--- config.mk ---
export PLATFORM = sky130hd
export DESIGN_NAME = lzc_norm_pipe
export DESIGN_NICKNAME = d
export VERILOG_FILES = /design/src/rtl/lzc_norm_pipe.sv
export SDC_FILE = /design/constraint.sdc
export NUM_CORES = 1
export LEC_CHECK = 0
export BUFFER_PORTS_ARGS = -buffer_cell sky130_fd_sc_hd__buf_2
export CAP_MARGIN = 15
export CORE_MARGIN = 4
export CORE_UTILIZATION = 50
export CTS_BUF_LIST = sky130_fd_sc_hd__clkbuf_16
export DETAILED_ROUTE_END_ITERATION = 7
export PLACE_DENSITY = 0.85
export SETUP_SLACK_MARGIN = 0.4
export SLEW_MARGIN = 20
export SYNTH_ARGS = -nofsm -noshare
export SYNTH_HDL_FRONTEND = slang
export SYNTH_SLANG_ARGS = --single-unit
--- constraint.sdc ---
create_clock -name clk -period 3.58 [get_ports clk]
set_input_delay 0.179 -clock clk [delete_from_list [all_inputs] [get_ports clk]]
set_output_delay 0.179 -clock clk [all_outputs]
set_load 0.01 [all_outputs]
--- src/rtl/lzc_norm_pipe.sv ---
// Two-stage normalizer: stage 1 captures the mantissa, exponent and its leading-zero
// count; stage 2 left-shifts by min(lzc, exp) and adjusts the exponent.
module lzc_norm_pipe #(
  parameter int WIDTH = 8,
  parameter int CNT_W = 3,
  parameter int EXP_W = 8
) (
  input  logic             clk,
  input  logic             rst_n,
  input  logic             in_valid,
  output logic             in_ready,
  input  logic [WIDTH-1:0] in_data,
  input  logic [EXP_W-1:0] in_exp,
  output logic             out_valid,
  input  logic             out_ready,
  output logic [WIDTH-1:0] out_data,
  output logic [EXP_W-1:0] out_exp,
  output logic [CNT_W-1:0] out_shamt,
  output logic             out_zero,
  output logic             out_uflow
);

  localparam int MW = (CNT_W > EXP_W) ? CNT_W : EXP_W;

  // Valid/ready: a beat moves when valid && ready; a stage may load when it is
  // empty or its downstream is moving, so in_ready depends combinationally on out_ready only.

  // Dichotomy search: halve the window each step; an all-zero word yields all ones (WIDTH-1).
  function automatic logic [CNT_W-1:0] lzc_f(input logic [WIDTH-1:0] v);
    logic [WIDTH-1:0] x;
    logic [CNT_W-1:0] cnt;
    x   = v;
    cnt = '0;
    for (int i = CNT_W - 1; i >= 0; i--) begin
      if ((x & ~({WIDTH{1'b1}} >> (1 << i))) == '0) begin
        cnt[i] = 1'b1;
        x      = x << (1 << i);
      end
    end
    return cnt;
  endfunction

  logic             s1_valid_q;
  logic [WIDTH-1:0] s1_data_q;
  logic [EXP_W-1:0] s1_exp_q;
  logic [CNT_W-1:0] s1_lzc_q;

  logic             s2_valid_q;
  logic [WIDTH-1:0] s2_data_q, s2_data_d;
  logic [EXP_W-1:0] s2_exp_q, s2_exp_d;
  logic [CNT_W-1:0] s2_shamt_q, s2_shamt_d;
  logic             s2_zero_q, s2_zero_d;
  logic             s2_uflow_q, s2_uflow_d;

  logic             s1_en, s2_en, accept;
  logic             limited;
  logic [CNT_W-1:0] shamt;

  assign s2_en    = !s2_valid_q || out_ready;
  assign s1_en    = !s1_valid_q || s2_en;
  assign in_ready = s1_en;
  assign accept   = in_valid && s1_en;

  always_ff @(posedge clk or negedge rst_n) begin
    if (!rst_n) begin
      s1_valid_q <= 1'b0;
      s1_data_q  <= '0;
      s1_exp_q   <= '0;
      s1_lzc_q   <= '0;
    end else begin
      if (s1_en) s1_valid_q <= in_valid;
      if (accept) begin
        s1_data_q <= in_data;
        s1_exp_q  <= in_exp;
        s1_lzc_q  <= lzc_f(in_data);
      end
    end
  end

  // The shift is capped by the exponent so it never goes below zero; zero input is exempt.
  always_comb begin
    limited    = MW'(s1_lzc_q) > MW'(s1_exp_q);
    shamt      = limited ? CNT_W'(s1_exp_q) : s1_lzc_q;
    s2_data_d  = s1_data_q << shamt;
    s2_exp_d   = s1_exp_q - EXP_W'(shamt);
    s2_shamt_d = shamt;
    s2_zero_d  = 1'b0;
    s2_uflow_d = limited;
    if (s1_data_q == '0) begin
      s2_data_d  = '0;
      s2_exp_d   = '0;
      s2_shamt_d = CNT_W'(WIDTH - 1);
      s2_zero_d  = 1'b1;
      s2_uflow_d = 1'b0;
    end
  end

  always_ff @(posedge clk or negedge rst_n) begin
    if (!rst_n) begin
      s2_valid_q <= 1'b0;
      s2_data_q  <= '0;
      s2_exp_q   <= '0;
      s2_shamt_q <= '0;
      s2_zero_q  <= 1'b0;
      s2_uflow_q <= 1'b0;
    end else if (s2_en) begin
      s2_valid_q <= s1_valid_q;
      if (s1_valid_q) begin
        s2_data_q  <= s2_data_d;
        s2_exp_q   <= s2_exp_d;
        s2_shamt_q <= s2_shamt_d;
        s2_zero_q  <= s2_zero_d;
        s2_uflow_q <= s2_uflow_d;
      end
    end
  end

  assign out_valid = s2_valid_q;
  assign out_data  = s2_data_q;
  assign out_exp   = s2_exp_q;
  assign out_shamt = s2_shamt_q;
  assign out_zero  = s2_zero_q;
  assign out_uflow = s2_uflow_q;

endmodule
Word level (Yosys, flattened, before mapping)
Cells that the tools add are included.
W data, S select, Z words.
- register bits after elaboration: 42
- word-level logic and storage cells: 36
- add/sub/neg operators: 1
- order comparisons: 1
- shifts and indexed selects: 1
- muxes and demuxes: 13
- reduce and logical (&&, ||, !) cells: 10
- operators with widths (cell ; number):
    $mux W8 ; 6
    $logic_not A8 Y1 ; 4
    $gt A3 B8 Y1 ; 1
    $shl A8 B3 Y8 ; 1
    $sub A8 B3 Y8 ; 1
    $mux W3 ; 2
    $mux W1 ; 5
    $logic_not A1 Y1 ; 2
    $logic_or A1 B1 Y1 ; 2
    $reduce_and A2 Y1 ; 1
    $logic_and A1 B1 Y1 ; 1

Depth between registers and ports, before layout
- depth in word-level cells: 10
- mapped depth: 15
- gate-level depth less buffers: 14

Worst setup path before layout
Ideal clock, no wire load.
- path type: register -> register
- start point: reg s1_exp_q[1]
- end point: reg s2_exp_q[5], in the netlist out_exp[5]
- library setup time: 0.130 ns
- arrival: 2.687 ns
- data required time: 3.450 ns
- setup slack: 0.763 ns
- cell stages (with the launch flop): 16
- path buffers: 1
- cell sequence: dfrtp_1 buf_4 inv_1 ha_1 nor2b_1 o21ai_4 a21o_4 mux2i_4 inv_2 ha_1 a221oi_1 a21oi_1 a22o_1 nand2_1 xor2_1 o21ai_0
- cells in the longest elaborated chain, start to end: 4
- ends and longest elaborated chain (what ; RTL line ; RTL):
    start, declared ; 45 ; logic [EXP_W-1:0] s1_exp_q;
    start signal, assigned ; 74 ; s1_exp_q <= in_exp;
    $gt A3 B8 Y1 ; 82 ; limited = MW'(s1_lzc_q) > MW'(s1_exp_q);
    $mux W3 ; 83 ; shamt = limited ? CNT_W'(s1_exp_q) : s1_lzc_q;
    $sub A8 B3 Y8 (*) ; 85 ; s2_exp_d = s1_exp_q - EXP_W'(shamt);
    $mux W8 (*) ; 89 ; if (s1_data_q == '0) begin
    end signal, assigned ; 110 ; s2_exp_q <= s2_exp_d;
    end, declared ; 50 ; logic [EXP_W-1:0] s2_exp_q, s2_exp_d;
Every way passes the cells marked *; elsewhere a longest branch is shown, timed or not.
A chain may end at the register's enable or synchronous reset.

Worst setup path in the final report
- start point: reg s1_exp_q[2]
- end point: reg s2_exp_q[5], in the netlist out_exp[5]
Same word-level chain as after synthesis.

==> out/summary.md <==
- complete, no violations — status
- 2 — sum of buffers and inverters on the critical path
- 7 — maximum fanout count along the critical path
- 0 — maxcap violations
- 0.333 GHz — peak clock frequency supported by timing
- 0.43 ns — slowest cell delay on critical path
- 52.4% — initial cell density of the core
- 5.21 mm — aggregate routed wire length
- 43 — number of ports placed on the die boundary
- 45.5% — proportion of synthesized chip area in sequential cells
- 2 — Max H-tree Level
- 1886 — vias
- 2.40 mm — Post-Route M1 WL
- 0 — antenna violations before repair
- 220 — Cells after Synth
- reg -> reg — Worst Setup Path Type
- met4 — Max Used Layer
- 1817 — via count of the first global-routing pass
- 0.57 ns — register-to-register setup slack
- 10.5 µm² — syn avg cell area
- 32.8% — proportion of layout cells with a drive suffix above 1
- dfrtp_1 — Most used DFF post-synth
- 569 nW/µm² — power density of the placed cells
- 0 — yosys warns
- 24 — placement row count
- 0 — remaining antenna violation count after routing
- 0 ns — final sum of negative setup slack
- clkbuf_16 — CTS Root Buffer Type
- 20.8% — Area growth, synth to finish
- 76.0 µm — horizontal die dimension
- 4 — number of optimization iterations in the first detailed-route pass
- ha_1 — cell mode on critical path
- 0 — total of endpoints with negative setup slack in the final report
- 4410 µm² — core area
- 0.304 mV — Worst VDD drop
- 16.1 µm — average routed wire per standard cell
- 5780 µm² — die area
- 246 — nets in the synthesized netlist
- 42 — quantity of I/O buffers inserted on ports
- 5 — total CTS buffers
- 0 — hold-fix buffers at CTS
- 0 — global route total overflow
- 42 — count of clock tree sinks
- dfrtp_2 — crit path max-delay cell type
- 76.0 µm — height of the die
- 2790 µm² — Finished Cell Area
- 42 — flip-flop and latch count after synthesis
- 2580 µm² — Cell Area, Placed
- 5.84 — Via-to-Cell Ratio
- 2310 µm² — cell area after technology mapping
- 0 — ANT cells
- 43 — pin count of the biggest net entering global routing
- 18.5% — GRT Util Overall
- 2.39 mm — detailed-routed wire length on met2
- 0.928 ns — Tightest Pin Transition
- 0.00588 ns — worst setup skew after layout
- 0 — EDFF count, synth
- register — launching element type of the critical path
- 323 µm — met3 WL
- 3.73 ns — CP required
- 84.0% — share of the cycle needed by the critical path after routing
- 0.06 ns — clock-pin slew reported for the worst setup and hold paths after clock tree synthesis
- 296 — final-stage net count
- 3.79 mm — placed wire-length estimate after detailed placement
- 0 — Max Transition Viols Final
- yes — CTS tree
- 3.16 ns — arrival time reported for the critical path endpoint
- s1_exp_q[2] — Worst R2R Start
- false — RSZ-0062 raised after global routing
- 154 — initial drt markers
- 8.88 mm — global-route wire length before repair
- compound AO/OA/AOI/OAI gates — Worst path top cell family by delay
- 0.28 ns — insertion delay of the later-clocked pin in the worst-skew pair
- 0 — DRC violation count after routing
- 0 — total count of hold-check failures in the final report
- register — type of destination of the critical path
- 3.01 ns — final period demand of the worst path
- out_exp[5] — capture point of the worst reg-to-reg path
- 0.937 — final weighted congestion of routability-driven global placement
- 38.1% — Max-slew headroom
- inv_1 > ha_1 > a31oi_1 > nand2_2 > a21o_4 > mux2i_4 > inv_2 > ha_1 > a221oi_1 > a21oi_1 > a22o_1 > nand2_1 > xor2_1 > o21ai_0 — worst-path cell chain
- 2 — Bufs on Longest Clock Path
- 1.25 nW — leakage
- 55 — distinct cell type count of the synthesized netlist
- in -> async — classification of the worst-slack hold path
- 100% — Synth async-reset ratio
- 14 — R2R depth
-- where the power goes --
group          leakage (nW)  switching (mW)  internal [mW]
clock network        0.0812           0.174          0.326
registers             0.505          0.0781          0.568
logic                 0.666           0.237          0.205
-- synthesized netlist by cell type, drive strengths merged, types with 3 or more instances --
cell    count  area share, %
mux2       19            9.4
clkbuf      6           0.97
mux2i       9            5.0
o21ai      14            3.7
nor3        3           0.65
ha          6            3.2
inv         9            1.5
nor2b       3           0.81
nand2      29            4.8
buf         3           0.70
nand2b      6            1.6
nor4        4            1.7
nand3       3           0.65
a22o        3            1.1
dfrtp      42             45
a21oi      11            2.5
nor2       12            1.9
o22ai       3           0.81
-- placed cells by master, fill, tap and decap left out, types with 3 or more instances in the layout --
| master | synthesis | final |
|---|---|---|
| buf_2 | 1 | 42 |
| dfrtp_1 | 42 | 40 |
| nand2_1 | 28 | 28 |
| mux2_2 | 17 | 17 |
| nor2_1 | 12 | 12 |
| o21ai_0 | 11 | 11 |
| a21oi_1 | 10 | 10 |
| buf_4 | 1 | 10 |
| inv_1 | 8 | 9 |
| mux2i_1 | 7 | 7 |
| nand2b_1 | 6 | 6 |
| ha_1 | 6 | 6 |
| clkbuf_16 | 0 | 5 |
| nor2b_1 | 3 | 3 |
| nor3_1 | 3 | 3 |
| o22ai_1 | 3 | 3 |
| nor4_1 | 3 | 3 |
| nand3_1 | 3 | 3 |
| a22o_1 | 3 | 3 |
-- layout make-up --
| type | count | area, µm² |
|---|---|---|
| clock buffer | 5 | 125 |
| clock inverter | 3 | 41.3 |
| fill | 348 | 1620 |
| inverter | 9 | 33.8 |
| multi-input combinational | 160 | 1190 |
| sequential | 42 | 1050 |
| tap | 52 | 65.1 |
| timing repair buffer | 52 | 285 |
-- state kept, by name, indices dropped and copies added, names as in the netlist --
name	cells
out_zero	1
out_uflow	1
out_valid	1
s1_exp_q	8
out_exp	8
s1_lzc_q	3
s1_data_q	8
s1_valid_q	1
out_shamt	3
out_data	8
-- what timing repair did --
item                       CTS  global route
resized for setup            1             1
gates cloned                 0             0
pin swaps                    0             1
setup endpoints to repair    5             5
setup buffers                0             6
-- logic make-up after synthesis --
group,Yosys count,synth area share [%]
XOR/XNOR,4,1.52
flip-flops,42,45.5
buffers and inverters,18,3.14
adder cells (fa/ha/maj),6,3.25
AO/OA/AOI/OAI,56,17.6
AND/OR/NAND/NOR,65,13.7
multiplexers,29,15.4
-- worst max-delay path by stage --
stage / from / endpoint / cells after the start
floorplan: s1_exp_q[1] / out_exp[5] / 15
global placement: s1_exp_q[1] / out_exp[5] / 14
detailed placement: s1_exp_q[1] / out_exp[5] / 14
CTS: s1_exp_q[1] / out_exp[5] / 14
global route: s1_exp_q[2] / out_exp[7] / 14
finish: s1_exp_q[2] / out_exp[5] / 14
-- per-layer routing --
layer  global-route usage, %  vias up
met5                       0        -
met4                    7.47        0
met3                    4.37       12
met2                    27.0       72
met1                    26.4      891
li1                        -      911
-- stage by stage --
step / total power, mW / hold WS, ns / utilization, % / worst slack (ns) / std cells
final: 1.59 / 0.0397 / 63.3 / 0.574 / 323
after floorplan: 0.927 / -0.117 / - / 0.763 / 220
after global routing: 1.68 / 0.117 / 63.3 / 0.417 / 323
after CTS: 1.59 / 0.0664 / 62.2 / 0.407 / 317
after global placement: 1.07 / 0.358 / 58.4 / 0.482 / 309
after detailed placement: 1.09 / 0.365 / 58.4 / 0.318 / 309
Note: power is estimated with default switching activity, not from simulation.
